[src/rtl/io_device_ctrl.sv]
// Board IO controller: synchronised and debounced switches/confirm button, CPU-mapped LED and
// seven-segment registers, and a multiplexed 8-digit display scanner.
module io_device_ctrl #(
  parameter int DEBOUNCE_CYCLES = 20000,
  parameter int SCAN_DIV        = 50000
) (
  input  logic        clk,
  input  logic        rst_n,
  input  logic        io_wen,
  input  logic [1:0]  io_addr,
  input  logic [31:0] io_wdata,
  input  logic        io_ren,
  output logic [15:0] io_rdata,
  input  logic [15:0] sw_i,
  input  logic        btn_conf_i,
  output logic        conf_o,
  output logic [15:0] led_o,
  output logic [7:0]  seg_o,
  output logic [7:0]  an_o
);

  localparam int DB_W = (DEBOUNCE_CYCLES > 1) ? $clog2(DEBOUNCE_CYCLES) : 1;
  localparam int SC_W = (SCAN_DIV > 1) ? $clog2(SCAN_DIV) : 1;
  localparam logic [DB_W-1:0] DB_MAX = DB_W'(DEBOUNCE_CYCLES - 1);
  localparam logic [SC_W-1:0] SC_MAX = SC_W'(SCAN_DIV - 1);

  logic [15:0]     r_sw_meta, r_sw_sync, r_sw_cand, r_sw_stable;
  logic [DB_W-1:0] r_sw_cnt, r_btn_cnt;
  logic            r_btn_meta, r_btn_sync, r_btn_cand, r_btn_stable, r_btn_armed;
  logic            r_conf;
  logic [15:0]     r_rdata, r_led;
  logic [31:0]     r_tube;
  logic [7:0]      r_mask, r_seg, r_an;
  logic [SC_W-1:0] r_scan_cnt;
  logic [2:0]      r_idx;

  logic            w_sw_accept, w_btn_accept, w_wrap;
  logic [2:0]      w_idx_nxt;
  logic [3:0]      w_nibble;
  logic [7:0]      w_seg_dec;

  function automatic logic [7:0] hex_seg(input logic [3:0] n);
    case (n)
      4'h0: hex_seg = 8'hC0;  4'h1: hex_seg = 8'hF9;  4'h2: hex_seg = 8'hA4;  4'h3: hex_seg = 8'hB0;
      4'h4: hex_seg = 8'h99;  4'h5: hex_seg = 8'h92;  4'h6: hex_seg = 8'h82;  4'h7: hex_seg = 8'hF8;
      4'h8: hex_seg = 8'h80;  4'h9: hex_seg = 8'h90;  4'hA: hex_seg = 8'h88;  4'hB: hex_seg = 8'h83;
      4'hC: hex_seg = 8'hC6;  4'hD: hex_seg = 8'hA1;  4'hE: hex_seg = 8'h86;  default: hex_seg = 8'h8E;
    endcase
  endfunction

  // A candidate is accepted once it has been seen unchanged for DEBOUNCE_CYCLES+1 samples.
  assign w_sw_accept  = (r_sw_sync == r_sw_cand) && (r_sw_cnt == DB_MAX);
  assign w_btn_accept = (r_btn_sync == r_btn_cand) && (r_btn_cnt == DB_MAX);

  assign w_wrap    = (r_scan_cnt == SC_MAX);
  assign w_idx_nxt = w_wrap ? r_idx + 3'd1 : r_idx;
  assign w_nibble  = r_tube[{w_idx_nxt, 2'b00} +: 4];

  always_comb begin
    w_seg_dec = hex_seg(w_nibble);
    if (r_mask[w_idx_nxt]) w_seg_dec = 8'hFF;
  end

  always_ff @(posedge clk or negedge rst_n) begin
    if (!rst_n) begin
      r_sw_meta    <= '0;
      r_sw_sync    <= '0;
      r_sw_cand    <= '0;
      r_sw_cnt     <= '0;
      r_sw_stable  <= '0;
      r_btn_meta   <= 1'b0;
      r_btn_sync   <= 1'b0;
      r_btn_cand   <= 1'b0;
      r_btn_cnt    <= '0;
      r_btn_stable <= 1'b0;
      r_btn_armed  <= 1'b0;
      r_conf       <= 1'b0;
    end else begin
      r_sw_meta  <= sw_i;
      r_sw_sync  <= r_sw_meta;
      r_btn_meta <= btn_conf_i;
      r_btn_sync <= r_btn_meta;

      if (r_sw_sync != r_sw_cand) begin
        r_sw_cand <= r_sw_sync;
        r_sw_cnt  <= '0;
      end else if (r_sw_cnt != DB_MAX) begin
        r_sw_cnt <= r_sw_cnt + 1'b1;
      end
      if (w_sw_accept) r_sw_stable <= r_sw_cand;

      if (r_btn_sync != r_btn_cand) begin
        r_btn_cand <= r_btn_sync;
        r_btn_cnt  <= '0;
      end else if (r_btn_cnt != DB_MAX) begin
        r_btn_cnt <= r_btn_cnt + 1'b1;
      end
      if (w_btn_accept) r_btn_stable <= r_btn_cand;
      // Only a press that follows an accepted release counts; a button held through reset never fires.
      if (w_btn_accept && !r_btn_cand) r_btn_armed <= 1'b1;
      r_conf <= w_btn_accept && r_btn_cand && !r_btn_stable && r_btn_armed;
    end
  end

  // io_wen/io_ren are single-cycle strobes with no back-pressure: a strobe high at an edge is
  // always consumed at that edge, and both may be high together.
  always_ff @(posedge clk or negedge rst_n) begin
    if (!rst_n) begin
      r_rdata <= '0;
      r_led   <= '0;
      r_tube  <= '0;
      r_mask  <= '0;
    end else begin
      if (io_ren) r_rdata <= r_sw_stable;
      if (io_wen) begin
        case (io_addr)
          2'd0:    r_led  <= io_wdata[15:0];
          2'd1:    r_tube <= io_wdata;
          2'd2:    r_mask <= io_wdata[7:0];
          default: ;
        endcase
      end
    end
  end

  // Display registers sample the pre-write tube/mask, so a coinciding write shows one cycle late.
  always_ff @(posedge clk or negedge rst_n) begin
    if (!rst_n) begin
      r_scan_cnt <= '0;
      r_idx      <= 3'd0;
      r_an       <= 8'hFE;
      r_seg      <= 8'hC0;
    end else begin
      r_scan_cnt <= w_wrap ? '0 : r_scan_cnt + 1'b1;
      r_idx      <= w_idx_nxt;
      r_an       <= ~(8'd1 << w_idx_nxt);
      r_seg      <= w_seg_dec;
    end
  end

  assign io_rdata = r_rdata;
  assign conf_o   = r_conf;
  assign led_o    = r_led;
  assign seg_o    = r_seg;
  assign an_o     = r_an;

endmodule

[config.mk]
export PLATFORM = sky130hd
export DESIGN_NAME = io_device_ctrl
export DESIGN_NICKNAME = d
export VERILOG_FILES = /design/src/rtl/io_device_ctrl.sv
export SDC_FILE = /design/constraint.sdc
export NUM_CORES = 1
export LEC_CHECK = 0
export CAP_MARGIN = 25
export CORE_ASPECT_RATIO = 2
export CORE_UTILIZATION = 45
export DETAILED_ROUTE_END_ITERATION = 7
export PLACE_DENSITY_LB_ADDON = 0.12
export SLEW_MARGIN = 40
export SYNTH_ARGS = -nofsm -noshare
export SYNTH_HDL_FRONTEND = slang
export SYNTH_SLANG_ARGS = --single-unit
[constraint.sdc]
create_clock -name clk -period 3.5 [get_ports clk]
set_input_delay 0.7 -clock clk [delete_from_list [all_inputs] [get_ports clk]]
set_output_delay 0.7 -clock clk [all_outputs]
set_load 0.1 [all_outputs]
==> impl_metrics.tcl <==
set metrics [dict create \
    fin_crit_ns 3.290 \
    overflow 0 \
    synth-async-reset-ratio 1.000 \
    worstSetupStartpoint "r_scan_cnt[11]" \
    fmax_mhz 304.0 \
    peakVddDrop_mv 0.4181 \
    post-synth-top-area-cell "dfrtp_1" \
    reg2reg_from "r_scan_cnt[11]" \
    clock_power_share 0.385 \
    comb_power_share 0.171 \
    place_congestion 0.8395 \
    relSlewSlack 0.4906 \
    end_kind "flip-flop" \
    cts_tree "built" \
    drive_gt1_frac 0.2954 \
    initial_core_util 0.4591 \
    yosysMostFrequentCell "dfrtp_1" \
    cts_made_buffers 20 \
    power_leakage_nw 4.666 \
    path_cells "or4_4 -> or4_4 -> nand2_4 -> nor2_1 -> a2111oi_1 -> a22o_2 -> inv_1 -> ha_1 -> inv_1 -> nor2_1 -> a21oi_1 -> o221ai_1" \
    die_area_um2 19800 \
    first_iter_violations 180 \
    syn_area_per_cell_um2 13.02 \
    cp.required_ns 3.84 \
    ys_seq_elements 206 \
    syn_area_um2 8646 \
    cts_root_buf "clkbuf_16" \
    clkTransAtPathRegs_ns 0.06 \
    nFillCells 1620 \
    slew_viol_final 0 \
    hpwl_mm 12.88 \
    finalSetupViolations 0 \
    postRouteAntennaNets 0 \
    final_util 0.5603 \
    intPower_w 0.004338 \
    netlist_instances 664 \
    cts_buffer_depth 3 \
    cts_num_sinks 206 \
    n_antenna_cell 0 \
    num_io_pins 104 \
    seq_power_share 0.443 \
    yosysSeqAreaShare 0.5974 \
    viasPerCell 5.181 \
    ys_top_cells_by_area "dfrtp_1 57%, mux2_2 12%, xor2_1 4.3%, mux2i_1 2.8%, dfstp_2 2.4%" \
    portBuffers 102 \
    timing.rr.end "seg_o[5]" \
    drv_cap 0 \
    netlist_top_cells_count "198 x dfrtp_1, 93 x mux2_2, 49 x nor2_1" \
    wirelength_mm 17.56 \
    core_um2 18830 \
    startpoint_type "flip-flop" \
    synth_edf_count 0 \
    syn_to_final_growth_pct 22.04 \
    fin_nets 833 \
    die_y_um 198.0 \
    tightest_slew_ns 0.7617 \
    timing.setup.tns_ns 0 \
    hold_viol 0 \
    drt_pass1_iterations 4 \
    rows 71 \
    slowest_delay_ns 0.60 \
    crit_end "seg_o[5]" \
    r2r_slack_ns 0.21 \
    power-per-cell-area_nw_per_um2 575.6 \
    p_switching_w 0.001736 \
    htreeDepth 1 \
    finalCritPeriodShare 0.9399 \
    synth_top_cell_area_share 0.5731 \
    first_global_vias 5829 \
    yosys.cell_types.count 57 \
    reg2reg_depth 12 \
    die_w_um 100.0 \
    track_usage 0.1850 \
    syn_nets 729 \
    slowest_stage "or4_4" \
    antenna_found_initial 0 \
    grt_pass1_wl_mm 28.84 \
    wl_per_cell_um 16.93 \
    grt_max_degree 85 \
    yosysWarnings 0 \
    vias 5373 \
    critPathMaxFanout 6 \
    drc 0 \
    status "finished, final reports clean" \
    dominantRegCellSynth "dfrtp_1" \
    switching_share 0.2858 \
    cp.arrival_ns 3.63 \
    finClkSkew_ns 0.005112 \
    clk_latency_ns 0.48 \
    min_path_type "in2async" \
    crit_type "reg2reg" \
]
-- final cells by class --
class / instances / area, um2 / share of cell area
clock buffer: 23 / 553.0 / 0.05241
clock inverter: 13 / 176.4 / 0.01672
sequential: 206 / 5165 / 0.4895
inverter: 11 / 42.54 / 0.004032
multi-input combinational: 409 / 3301 / 0.3128
timing repair buffer: 120 / 994.7 / 0.09427
tap: 255 / 319.1 / 0.03024
-- layout by cell type (no fill, tap or decap), types with 4 or more instances in the layout --
cell,n
clkinv_2,7
nor2_1,49
ha_1,10
or2_2,4
nor3_1,6
buf_4,36
mux2_2,93
clkdlybuf4s50_1,53
bufinv_16,4
and3_1,12
clkbuf_16,21
mux4_2,6
nand2_1,42
inv_1,8
nor4_1,6
nand3_1,17
buf_2,28
mux2i_1,24
xor2_1,41
a21oi_1,14
dfrtp_1,198
xnor2_1,10
o21ai_0,10
dfstp_2,8
o221ai_1,4
nand4_1,10
-- worst min path at each step --
stage / endpoint / startpoint / slack, ns
2_1_floorplan: r_btn_sync / r_btn_meta / 0.33
3_3_place_gp: r_btn_sync / r_btn_meta / 0.33
3_5_place_dp: r_sw_sync[7] / r_sw_meta[7] / 0.33
4_1_cts: r_sw_meta[0] / rst_n / 0.28
5_1_grt: r_sw_sync[0] / rst_n / 0.30
6_report: io_rdata[15] / rst_n / 0.24
-- metrics by stage --
stage	total power (W)	std cells	hold WS, ns	instance area [um2]	worst slack [ns]
4_1_cts	0.006144	1033	0.2768	10520	0.03940
3_3_place_gp	0.003777	997	0.3332	9921	0.1642
6_report	0.006074	1037	0.2362	10550	0.2103
5_1_grt	0.006320	1037	0.2989	10550	-0.003185
2_1_floorplan	0.003458	664	0.3312	8646	0.4200
3_5_place_dp	0.003780	997	0.3347	9788	0.06301
-- routing by layer --
layer	share of wire	vias up	GRT usage
met5	0	-	0
met4	0.028	0	0.08213
met3	0.039	29	0.02471
met2	0.56	137	0.3464
met1	0.37	2693	0.2048
li1	-	2514	-
-- sequential cells by signal (all words and copies together), names as in the netlist, 3 cells and up --
register / count
seg_o: 7
r_sw_stable: 16
r_mask: 8
led_o: 16
an_o: 8
r_sw_sync: 16
r_sw_cand: 16
r_scan_cnt: 16
r_idx: 3
r_sw_meta: 16
r_btn_cnt: 15
io_rdata: 16
r_sw_cnt: 15
r_tube: 32
-- critical path, delay by kind of cell, from the launching register on --
kind,cells,cell delay [ns]
and+or+nand+nor,5,1.44
AOI/OAI and AO/OA,4,0.88
DFF,1,0.42
adders and majority gates,1,0.20
buffers and inverters,2,0.18
-- power by group through the flow --
stage / logic, W / clock network [W] / registers [W]
finish: 0.00104 / 0.00234 / 0.00269
CTS: 0.00104 / 0.00241 / 0.00269
detailed placement: 0.00104 / 0 / 0.00274
global placement: 0.00105 / 0 / 0.00273
floorplan: 0.000327 / 0 / 0.00313
global route: 0.00110 / 0.00251 / 0.00271
-- cells by family (layout without fill, tap and decap cells) --
kind of cell             count (synthesis)  in the layout  share of synthesized area
flip-flops                             206            206                     0.5974
XOR/XNOR                                53             53                    0.05456
other                                    1              1                  0.0004337
AND/OR/NAND/NOR                        173            173                     0.1065
buffers and inverters                   49            167                    0.02272
adder cells (fa/ha/maj)                 10             10                    0.01447
AO/OA/AOI/OAI                           49             49                    0.03936
multiplexers                           123            123                     0.1645
-- repair_timing --
| action | 4_1_cts | 5_1_grt |
|---|---|---|
| setup buffers | 0 | 4 |
| endpoints found under the setup margin | 0 | 6 |
| hold buffers | 0 | 0 |
| resized for setup | 0 | 3 |
Note: power is estimated with default switching activity, not from simulation.
